--- config.mk ---
export PLATFORM = sky130hd
export DESIGN_NAME = deser_stage
export DESIGN_NICKNAME = d
export VERILOG_FILES = /design/src/rtl/deser_stage.sv
export SDC_FILE = /design/constraint.sdc
export NUM_CORES = 1
export LEC_CHECK = 0
export CAP_MARGIN = 20
export CELL_PAD_IN_SITES_DETAIL_PLACEMENT = 0
export CELL_PAD_IN_SITES_GLOBAL_PLACEMENT = 2
export CORE_ASPECT_RATIO = 1.4
export CORE_MARGIN = 3
export CORE_UTILIZATION = 38
export DETAILED_ROUTE_END_ITERATION = 10
export PLACE_DENSITY_LB_ADDON = 0.1
export SLEW_MARGIN = 40
export SYNTH_ARGS = -nofsm -noshare
export SYNTH_HDL_FRONTEND = slang
export SYNTH_SLANG_ARGS = --single-unit
--- constraint.sdc ---
create_clock -name clk -period 2.25 [get_ports clk]
set_clock_uncertainty 0.2 [all_clocks]
set_input_delay 0.225 -clock clk [delete_from_list [all_inputs] [get_ports clk]]
set_output_delay 0.225 -clock clk [all_outputs]
set_load 0.01 [all_outputs]
--- src/rtl/deser_stage.sv ---
// Serial-to-parallel stage: collects LSB-first bits into WIDTH-bit words and
// queues completed words in a small circular FIFO for the downstream lane stage.
module deser_stage #(
    parameter int WIDTH = 8,
    parameter int DEPTH = 2
) (
    input  logic                     clk,
    input  logic                     rst,
    input  logic                     IN_valid,
    input  logic                     IN_bit,
    output logic                     OUT_inReady,
    input  logic                     IN_clear,
    input  logic                     IN_ready,
    output logic                     OUT_valid,
    output logic [WIDTH-1:0]         OUT_data,
    output logic [$clog2(WIDTH)-1:0] OUT_count
);
    localparam int CW = $clog2(WIDTH);
    localparam int PW = $clog2(DEPTH);
    localparam int OW = $clog2(DEPTH + 1);

    logic [CW-1:0]                cnt;
    logic [WIDTH-1:0]             sreg;
    logic [WIDTH-1:0]             word;
    logic [DEPTH-1:0][WIDTH-1:0]  mem;
    logic [PW-1:0]                wr_ptr;
    logic [PW-1:0]                rd_ptr;
    logic [OW-1:0]                occ;

    logic last, full, accept, push, pop;

    assign last   = (cnt == CW'(WIDTH - 1));
    assign full   = (occ == OW'(DEPTH));
    // Only the final bit can stall; a full buffer with a concurrent pop still has room.
    assign OUT_inReady = !(last && full && !IN_ready);
    assign accept = IN_valid && OUT_inReady && !IN_clear;
    assign push   = accept && last;
    assign pop    = OUT_valid && IN_ready;

    assign OUT_valid = (occ != '0);
    assign OUT_data  = mem[rd_ptr];
    assign OUT_count = cnt;

    // Completed word includes the bit being accepted this edge.
    always_comb begin
        word      = sreg;
        word[cnt] = IN_bit;
    end

    always_ff @(posedge clk or negedge rst) begin
        if (!rst) begin
            cnt    <= '0;
            sreg   <= '0;
            mem    <= '0;
            wr_ptr <= '0;
            rd_ptr <= '0;
            occ    <= '0;
        end else begin
            if (IN_clear) begin
                cnt  <= '0;
                sreg <= '0;
            end else if (accept) begin
                if (last) begin
                    cnt  <= '0;
                    sreg <= '0;
                end else begin
                    cnt  <= cnt + CW'(1);
                    sreg <= word;
                end
            end

            if (push) begin
                mem[wr_ptr] <= word;
                wr_ptr      <= wr_ptr + PW'(1);
            end
            if (pop) rd_ptr <= rd_ptr + PW'(1);

            case ({push, pop})
                2'b10:   occ <= occ + OW'(1);
                2'b01:   occ <= occ - OW'(1);
                default: occ <= occ;
            endcase
        end
    end
endmodule

== Word-level counts from Yosys, hierarchy flattened ==
Index checks and enable logic that the tools add are counted.

* Order comparisons: 5
* Reductions and logical operators: 14
* Equal/unequal tests: 4
* Add/sub/neg operators: 5
* Muxes and demuxes: 15

{| class="wikitable"
|+ Operators by type and width
! operator !! number
|-
| 8-bit 2-to-1 mux || 6
|-
| 16-bit bitwise mux || 1
|-
| 3-bit 2-to-1 mux || 3
|-
| 8-bit bitwise mux || 1
|-
| 8-bit demux with 1-bit select || 1
|-
| 1-bit logical AND || 8
|-
| 2-bit nonzero test || 3
|-
| 2-bit == test, second input constant || 2
|-
| 1-bit by 2-bit less-than comparator with 1-bit output, second input constant || 2
|-
| 3-bit by 4-bit less-than comparator with 1-bit output, second input constant || 1
|-
| 2-bit case mux with 2 select lines || 1
|-
| 3-bit by 1-bit adder with 3-bit output, second input constant || 1
|-
| 1-bit demux with 3-bit select || 1
|-
| 3-bit == test, second input constant || 1
|-
| 3-bit by 1-bit >= comparator with 1-bit output, second input constant || 1
|-
| 1-bit logical NOT || 3
|-
| 1-bit adder, second input constant || 2
|-
| 2-bit by 1-bit adder with 2-bit output, second input constant || 1
|-
| 2-bit by 1-bit == test with 1-bit output, second input constant || 1
|-
| 2-bit by 1-bit subtractor with 2-bit output, second input constant || 1
|-
| 1-bit >= comparator, second input constant || 1
|-
| 1-bit 2-to-1 mux || 1
|}

* Output and inout bits: 13
* Register bits: 31
* Input port bits: 6
* Logic and storage cells: 50

== Depth between registers and ports, before layout ==
Gate-level depths: netlist of the first run.

* Word-level depth: 9
* Depth in mapped cells: 8
* Gate-level depth less buffers: 8

== Worst setup path after synthesis of the first run ==
No wires, ideal clock.

* Kind: reg-to-reg
* Start: register cnt[0] (netlist: OUT_count[0])
* End: register occ[1]
* Slack: 0.204 ns
* Path buffers: 0
* Library setup time: 0.079 ns
* Arrival time: 1.767 ns
* Stages on the path, launching flop included: 8
* Period minus slack after synthesis: 2.046 ns
* Required time: 1.971 ns
* Path through: dfrtp_1 -> ha_1 -> ha_1 -> nand3b_4 -> or2_2 -> ha_1 -> nor2_1 -> xor2_1

* Longest elaborated chain between the ends: 9
* Elaborated cells on any way between the ends: 11
* Those cells by class: eq/ne: 3; mux: 1; reduce/logical: 7

{| class="wikitable"
|+ Ends and longest elaborated chain
! what !! RTL line !! RTL
|-
| start, declared || 22 || <nowiki>logic [CW-1:0] cnt;</nowiki>
|-
| start signal, assigned || 67 || <nowiki>cnt <= cnt + CW'(1);</nowiki>
|-
| 3-bit == test * || 32 || <nowiki>assign last = (cnt == CW'(WIDTH - 1));</nowiki>
|-
| 1-bit logical AND (2 in series) || 35 || <nowiki>assign OUT_inReady = !(last && full && !IN_ready);</nowiki>
|-
| 1-bit logical NOT || 35 ||
|-
| 1-bit logical AND (2 in series) || 36 || <nowiki>assign accept = IN_valid && OUT_inReady && !IN_clear;</nowiki>
|-
| 1-bit logical AND * || 37 || <nowiki>assign push = accept && last;</nowiki>
|-
| 2-bit by 1-bit == test with 1-bit output / 2-bit == test (equally long branches) || 78 || <nowiki>case ({push, pop})</nowiki>
|-
| 2-bit case mux with 2 select lines / 2-bit nonzero test (equally long branches) || - ||
|-
| end signal, assigned || 79 || <nowiki>2'b10: occ <= occ + OW'(1);</nowiki>
|-
| end signal, assigned || 80 || <nowiki>2'b01: occ <= occ - OW'(1);</nowiki>
|-
| end, declared || 28 || <nowiki>logic [OW-1:0] occ;</nowiki>
|}

Mark *: on every way between the ends. The rest lies on a longest branch, timed or not.
A chain may end at the register's enable or synchronous reset.

== Final worst setup path of the first run ==
Same ends and word-level chain as after synthesis.

==> flow_summary.ini, run 1 <==
[status]
status = finished, final reports clean

[setup_path]
cp.required_ps = 2260
crit_path_cell_trace = ha_1 > ha_1 > nand3b_4 > or2_2 > ha_1 > nor2_1 > xor2_1
crit_path_top_delay_cell = dfrtp_1
cpLargestDelayFamily = adder cells
worstPathArrival_ps = 2070
cpMostUsedCell = ha_1
cp-end-kind = flop
worst-path-buf-inv = 0
startpoint_type = flop
slowest_delay_ps = 350
path_class = reg2reg
worstPathMaxFanout = 3

[sta]
drv_slew = 0
worstMarginPinSlew_ps = 481
setup_viol = 0
rsz0062_at_grt = no
min_period_ps = 2060
max_slew_margin_pct = 67.9
timing.fmax_mhz = 485
fin_crit_sh_pct = 91.7
tns_ps = 0
hold_violations = 0

[clocking]
h-tree-depth = 2
clk_latency_ps = 280
clk_pin_slew_ps = 60
cts_tree = yes
clockBufferDepth = 2
cts_num_sinks = 31
cts-buffers-inserted = 5
clk_root_buffer_cell = clkbuf_8
cts_setup_buffers = 0

[global_route]
antenna_found_initial = 0
grt_use_total_pct = 14.3
grt_pass1_wl_mm = 5.11
grt.overflow.total = 0
grt_max_degree = 32
grt_pass1_vias = 1072

[synth]
async_reset_ff_share_pct = 100
ys_ff_latch = 31
yosysUniqueCellTypes = 26
yosysMostFrequentCell = mux2_2
synthTopCellsByCount = mux2_2 (32), dfrtp_1 (31), a22o_1 (9)
synth_area_per_cell_um2 = 13.9
synth_edf_count = 0
yosysWarningCount = 0
seq_area_frac_synth_pct = 50.0
synthTopCellsByArea = dfrtp_1 (50%), mux2_2 (23%), a22o_1 (5.1%)
syn_area_um2 = 1550
yosysTopAreaCell = dfrtp_1
synthCells = 112
syn_nets = 121
ys.flop_type = dfrtp_1
yosys.area.top_type_share_pct = 50.0

[place]
dpl-instance-area_um2 = 1830
gp_congestion = 0.750
place_hpwl_mm = 2.02
portBuffers = 18

[floorplan]
coreArea_um2 = 3770
die_y_um = 81.6
boundaryPins = 19
die_w_um = 60.0
die_area_um2 = 4900
start_util_pct = 41.1
std_cell_rows = 26

[drt]
wl_met3_um = 122
wl_met1_mm = 1.29
top_layer_used = met4
first_pass_iters = 2
drc = 0
drtAntennaViolNets = 0
drt-wirelength-per-cell_um = 16.0
wl_met2_mm = 1.48
wl_mm = 2.95
via_per_inst = 5.30
vias = 975
drtIter0Drc = 34

[layout]
final_cell_area_um2 = 1930
multiInputGateArea_um2 = 753
diodes = 0
fillers = 349
seq_area_um2 = 777
syn_to_final_growth_pct = 24.1
nets = 150
drive_above_1_share_pct = 40.8

[min_path]
hold_path_class = in2async

[pwr]
peakVddDrop_uv = 600
p_leak_nw = 0.899
power_density_nw_per_um2 = 711

[job]
cap_violations = 0
state kept, by name, summed over array words and instances, names as in the netlist:
| register | cells |
|---|---|
| occ | 2 |
| OUT_count | 3 |
| sreg | 8 |
| rd_ptr | 1 |
| mem | 16 |
| wr_ptr | 1 |
layout make-up:
class | count | area share [%]
clock buffers | 8 | 5.20
inverters | 1 | 0.195
multi-input cells | 76 | 39.1
flip-flops and latches | 31 | 40.4
well taps | 42 | 2.73
repair buffers | 26 | 12.4
worst reg2reg max path: stages (launching register included):
cell	delay [ps]
dfrtp_1	350
ha_1	150
ha_1	240
nand3b_4	120
or2_2	310
ha_1	330
nor2_1	140
xor2_1	150
path summary, 6_finish.rpt:
path	slack [ps]	end	start	cells past startpoint
setup / recovery	190	occ[1]	OUT_count[0]	7
hold / removal	130	occ[1]	rst	2
setup reg to reg	190	occ[1]	OUT_count[0]	7
hold reg to reg	300	sreg[7]	sreg[7]	1
max in group asynchronous	1420	rd_ptr	rst	2
min in group clk	300	sreg[7]	sreg[7]	1
layout by cell type, fill, tap and decap left out, drive strengths merged, types with 2 or more instances in the layout:
cell type and count:
ha 3, clkbuf 8, nor3 2, xnor2 3
buf 8, and2 2, clkdlybuf4s50 17, mux2 32
xor2 2, dfrtp 31, nand3b 4, o21ai 2
or2 2, a22o 9, nand3 2, nand2b 2
nor2 2, nor3b 5
report_power, final:
part           switching [mW]  internal [mW]  leakage (nW)
registers              0.0699          0.595         0.423
logic                  0.0920          0.138         0.424
clock network           0.196          0.279        0.0515
kinds of logic after synthesis:
logic type	Yosys count	synth area share (%)
mux	32	23.2
flops	31	50.0
simple gates	24	13.8
compound gates	12	6.29
xor+xnor	5	2.82
buf+inv	5	1.45
fa+ha+maj	3	2.42
through the flow:
stage	instances	setup slack (ps)	hold WS [ps]	utilization, %	power (mW)
3_3_place_gp	176	190	282	48.4	0.905
3_5_place_dp	176	168	286	48.4	0.909
6_report	184	187	131	51.0	1.37
2_1_floorplan	112	204	-271	-	0.818
4_1_cts	184	35.7	146	51.0	1.40
5_1_grt	184	81.8	178	51.0	1.45
metal layers:
| metal | track usage, % | up-vias |
|---|---|---|
| li1 | - | 466 |
| met1 | 17.6 | 484 |
| met2 | 23.1 | 19 |
| met3 | 3.77 | 6 |
| met4 | 6.65 | 0 |
| met5 | 0 | - |
timing repair:
action,CTS,global route
setup endpoints to repair,1,5
hold buffers,0,0
resized for setup,1,1
pin swaps,0,0
No activity file was read; power rests on OpenSTA's default activity.
==> run 2: changes to the inputs <==
Settings changed: CORE_MARGIN 3 to default, PLACE_DENSITY from default to 0.79, PLACE_DENSITY_LB_ADDON 0.1 to default.
==> run 2 against run 1 <==
Effect of this change:
- routed wire length fell by 4.8%
- core utilization fell by 1.8 points
- highest routed layer unchanged
- clock power barely moved
- cell count rose by 0.54%
- sequential power barely moved
- critical path type is now reg2out
==> flow_summary.ini, run 2 (synthesis gave the netlist of run 1 again) <==
[status]
status = finished, final reports clean

[setup_path]
crit_path_top_delay_cell = dfrtp_1
cp.required_ps = 1820
crit_path_cell_trace = mux2_2 > clkdlybuf4s50_1
cp-startpoint = rd_ptr
r2r_end = occ[1]
r2r_cells = 8
path_class = reg2out
slowest_delay_ps = 610
worst-r2r-setup-slack_ps = 180
worstPathMaxFanout = 9
regToRegStartpoint = OUT_count[0]
cp-end-kind = primary output
critPathCapture = OUT_data[3]
worstPathArrival_ps = 1750
startpoint_type = flop

[clocking]
cts_tree = yes
holdBufCountCts = 0
clockBufferDepth = 2
clk_latency_ps = 280
cts-buffers-inserted = 5
clk_pin_slew_ps = 60
postCtsResizedCells = 1
cts_num_sinks = 31
clk_root_buffer_cell = clkbuf_8
cts_setup_buffers = 0
h-tree-depth = 2

[drt]
via_per_inst = 5.42
vias = 1003
drc = 0
drtIter0Drc = 13
drtAntennaViolNets = 0
wl_mm = 2.81
first_pass_iters = 4
drt-wirelength-per-cell_um = 15.2

[layout]
diodes = 0
syn_to_final_growth_pct = 24.4
fillers = 335
largest_register_ff_count = 16
regMostFlops = mem
final_cells = 185
nets = 150
final_common_cell = mux2_2
drive_above_1_share_pct = 40.8
multiInputGateArea_um2 = 753
mostFrequentLayoutCells = mux2_2 (32), dfrtp_1 (31), clkdlybuf4s50_1 (17)
seq_area_um2 = 776

[floorplan]
die_y_um = 77.6
die_area_um2 = 4350
die_w_um = 56.0
start_util_pct = 39.6
boundaryPins = 19
coreArea_um2 = 3920
std_cell_rows = 27

[pwr]
seq_power_share_pct = 48.6
peakVddDrop_uv = 488
comb_power_share_pct = 16.8
internal_power_mw = 1.01
p_sw_uw = 361
sw_frac_of_total_pct = 26.4
clkPwrFrac_pct = 34.6
p_leak_nw = 0.899
power_density_nw_per_um2 = 710

[sta]
setup_viol = 0
tns_ps = 0
hold_slack_ps = 140
min_period_ps = 2180
rsz0062_at_grt = no
max_slew_margin_pct = 70.6
worstMarginPinSlew_ps = 441
drv_slew = 0
timing.fmax_mhz = 460
fin_crit_sh_pct = 96.7
hold_violations = 0

[place]
gp_congestion = 0.760
dpl.cell_count = 177
place_hpwl_mm = 2.00
portBuffers = 18

[global_route]
antenna_found_initial = 0
grt_pass1_vias = 1079
grt_pass1_wl_mm = 5.08
grt_max_degree = 32
grt_use_total_pct = 15.1
grt.overflow.total = 0

[job]
cap_violations = 0

[min_path]
hold_path_class = in2async
[run 2: changes by cell type in the layout (fill, tap and decap cells not counted)]
cell        previous run  this run
dfrtp_2                1         0
dfrtp_1               30        31
clkbuf_1               1         0
clkinvlp_4             0         1
[run 2: area by class of cell]
type | instances | area share, %
Clock buffer | 7 | 4.99
Clock inverter | 1 | 0.389
Inverter | 1 | 0.195
Multi-Input combinational cell | 76 | 39.0
Sequential cell | 31 | 40.2
Tap cell | 43 | 2.79
Timing Repair Buffer | 26 | 12.4
[run 2: how the worst min path moves through the flow]
stage / endpoint / slack (ps) / cells after the start
after floorplan: OUT_count[0] / -270 / 0
after global placement: sreg[3] / 280 / 1
after detailed placement: sreg[7] / 290 / 1
after CTS: mem[1] / 160 / 2
after global routing: mem[1] / 180 / 2
final: mem[1] / 140 / 2
[run 2: per-stage QoR]
| stage | utilization [%] | setup slack (ps) | total power [mW] | instance area (µm²) |
|---|---|---|---|---|
| after global placement | 46.6 | 196 | 0.902 | 1830 |
| final | 49.2 | 74.5 | 1.37 | 1930 |
| after CTS | 49.2 | 57.9 | 1.39 | 1930 |
| after detailed placement | 46.6 | 151 | 0.909 | 1830 |
| after floorplan | - | 204 | 0.818 | 1550 |
| after global routing | 49.2 | 8.37 | 1.45 | 1930 |
[run 2: critical path, delay by kind of cell, from the launching register on]
family,cells,cell delay [ps]
flip-flops,1,610
buffers and inverters,1,480
multiplexers,1,390
[run 2: layer usage]
metal | share of wire (%) | global-route usage, % | up-vias | wire, µm
met2 | 51 | 25.5 | 16 | 1440
met4 | 2.1 | 6.59 | 0 | 58
met1 | 43 | 17.9 | 506 | 1210
met5 | 0 | 0 | - | 0
li1 | - | - | 474 | -
met3 | 3.5 | 4.00 | 7 | 97
[run 2: power by group through the flow]
stage | Combinational [mW] | Clock (mW) | Sequential (mW)
after floorplan | 0.183 | 0 | 0.635
after global placement | 0.228 | 0 | 0.674
after detailed placement | 0.233 | 0 | 0.676
after CTS | 0.235 | 0.492 | 0.666
after global routing | 0.253 | 0.521 | 0.675
final | 0.231 | 0.473 | 0.666
==> run 3: changes to the inputs <==
Settings changed: CAP_MARGIN 20 to default.
==> results of run 3 <==
No change in the layout: final DEF, timing and power equal those of run 2.
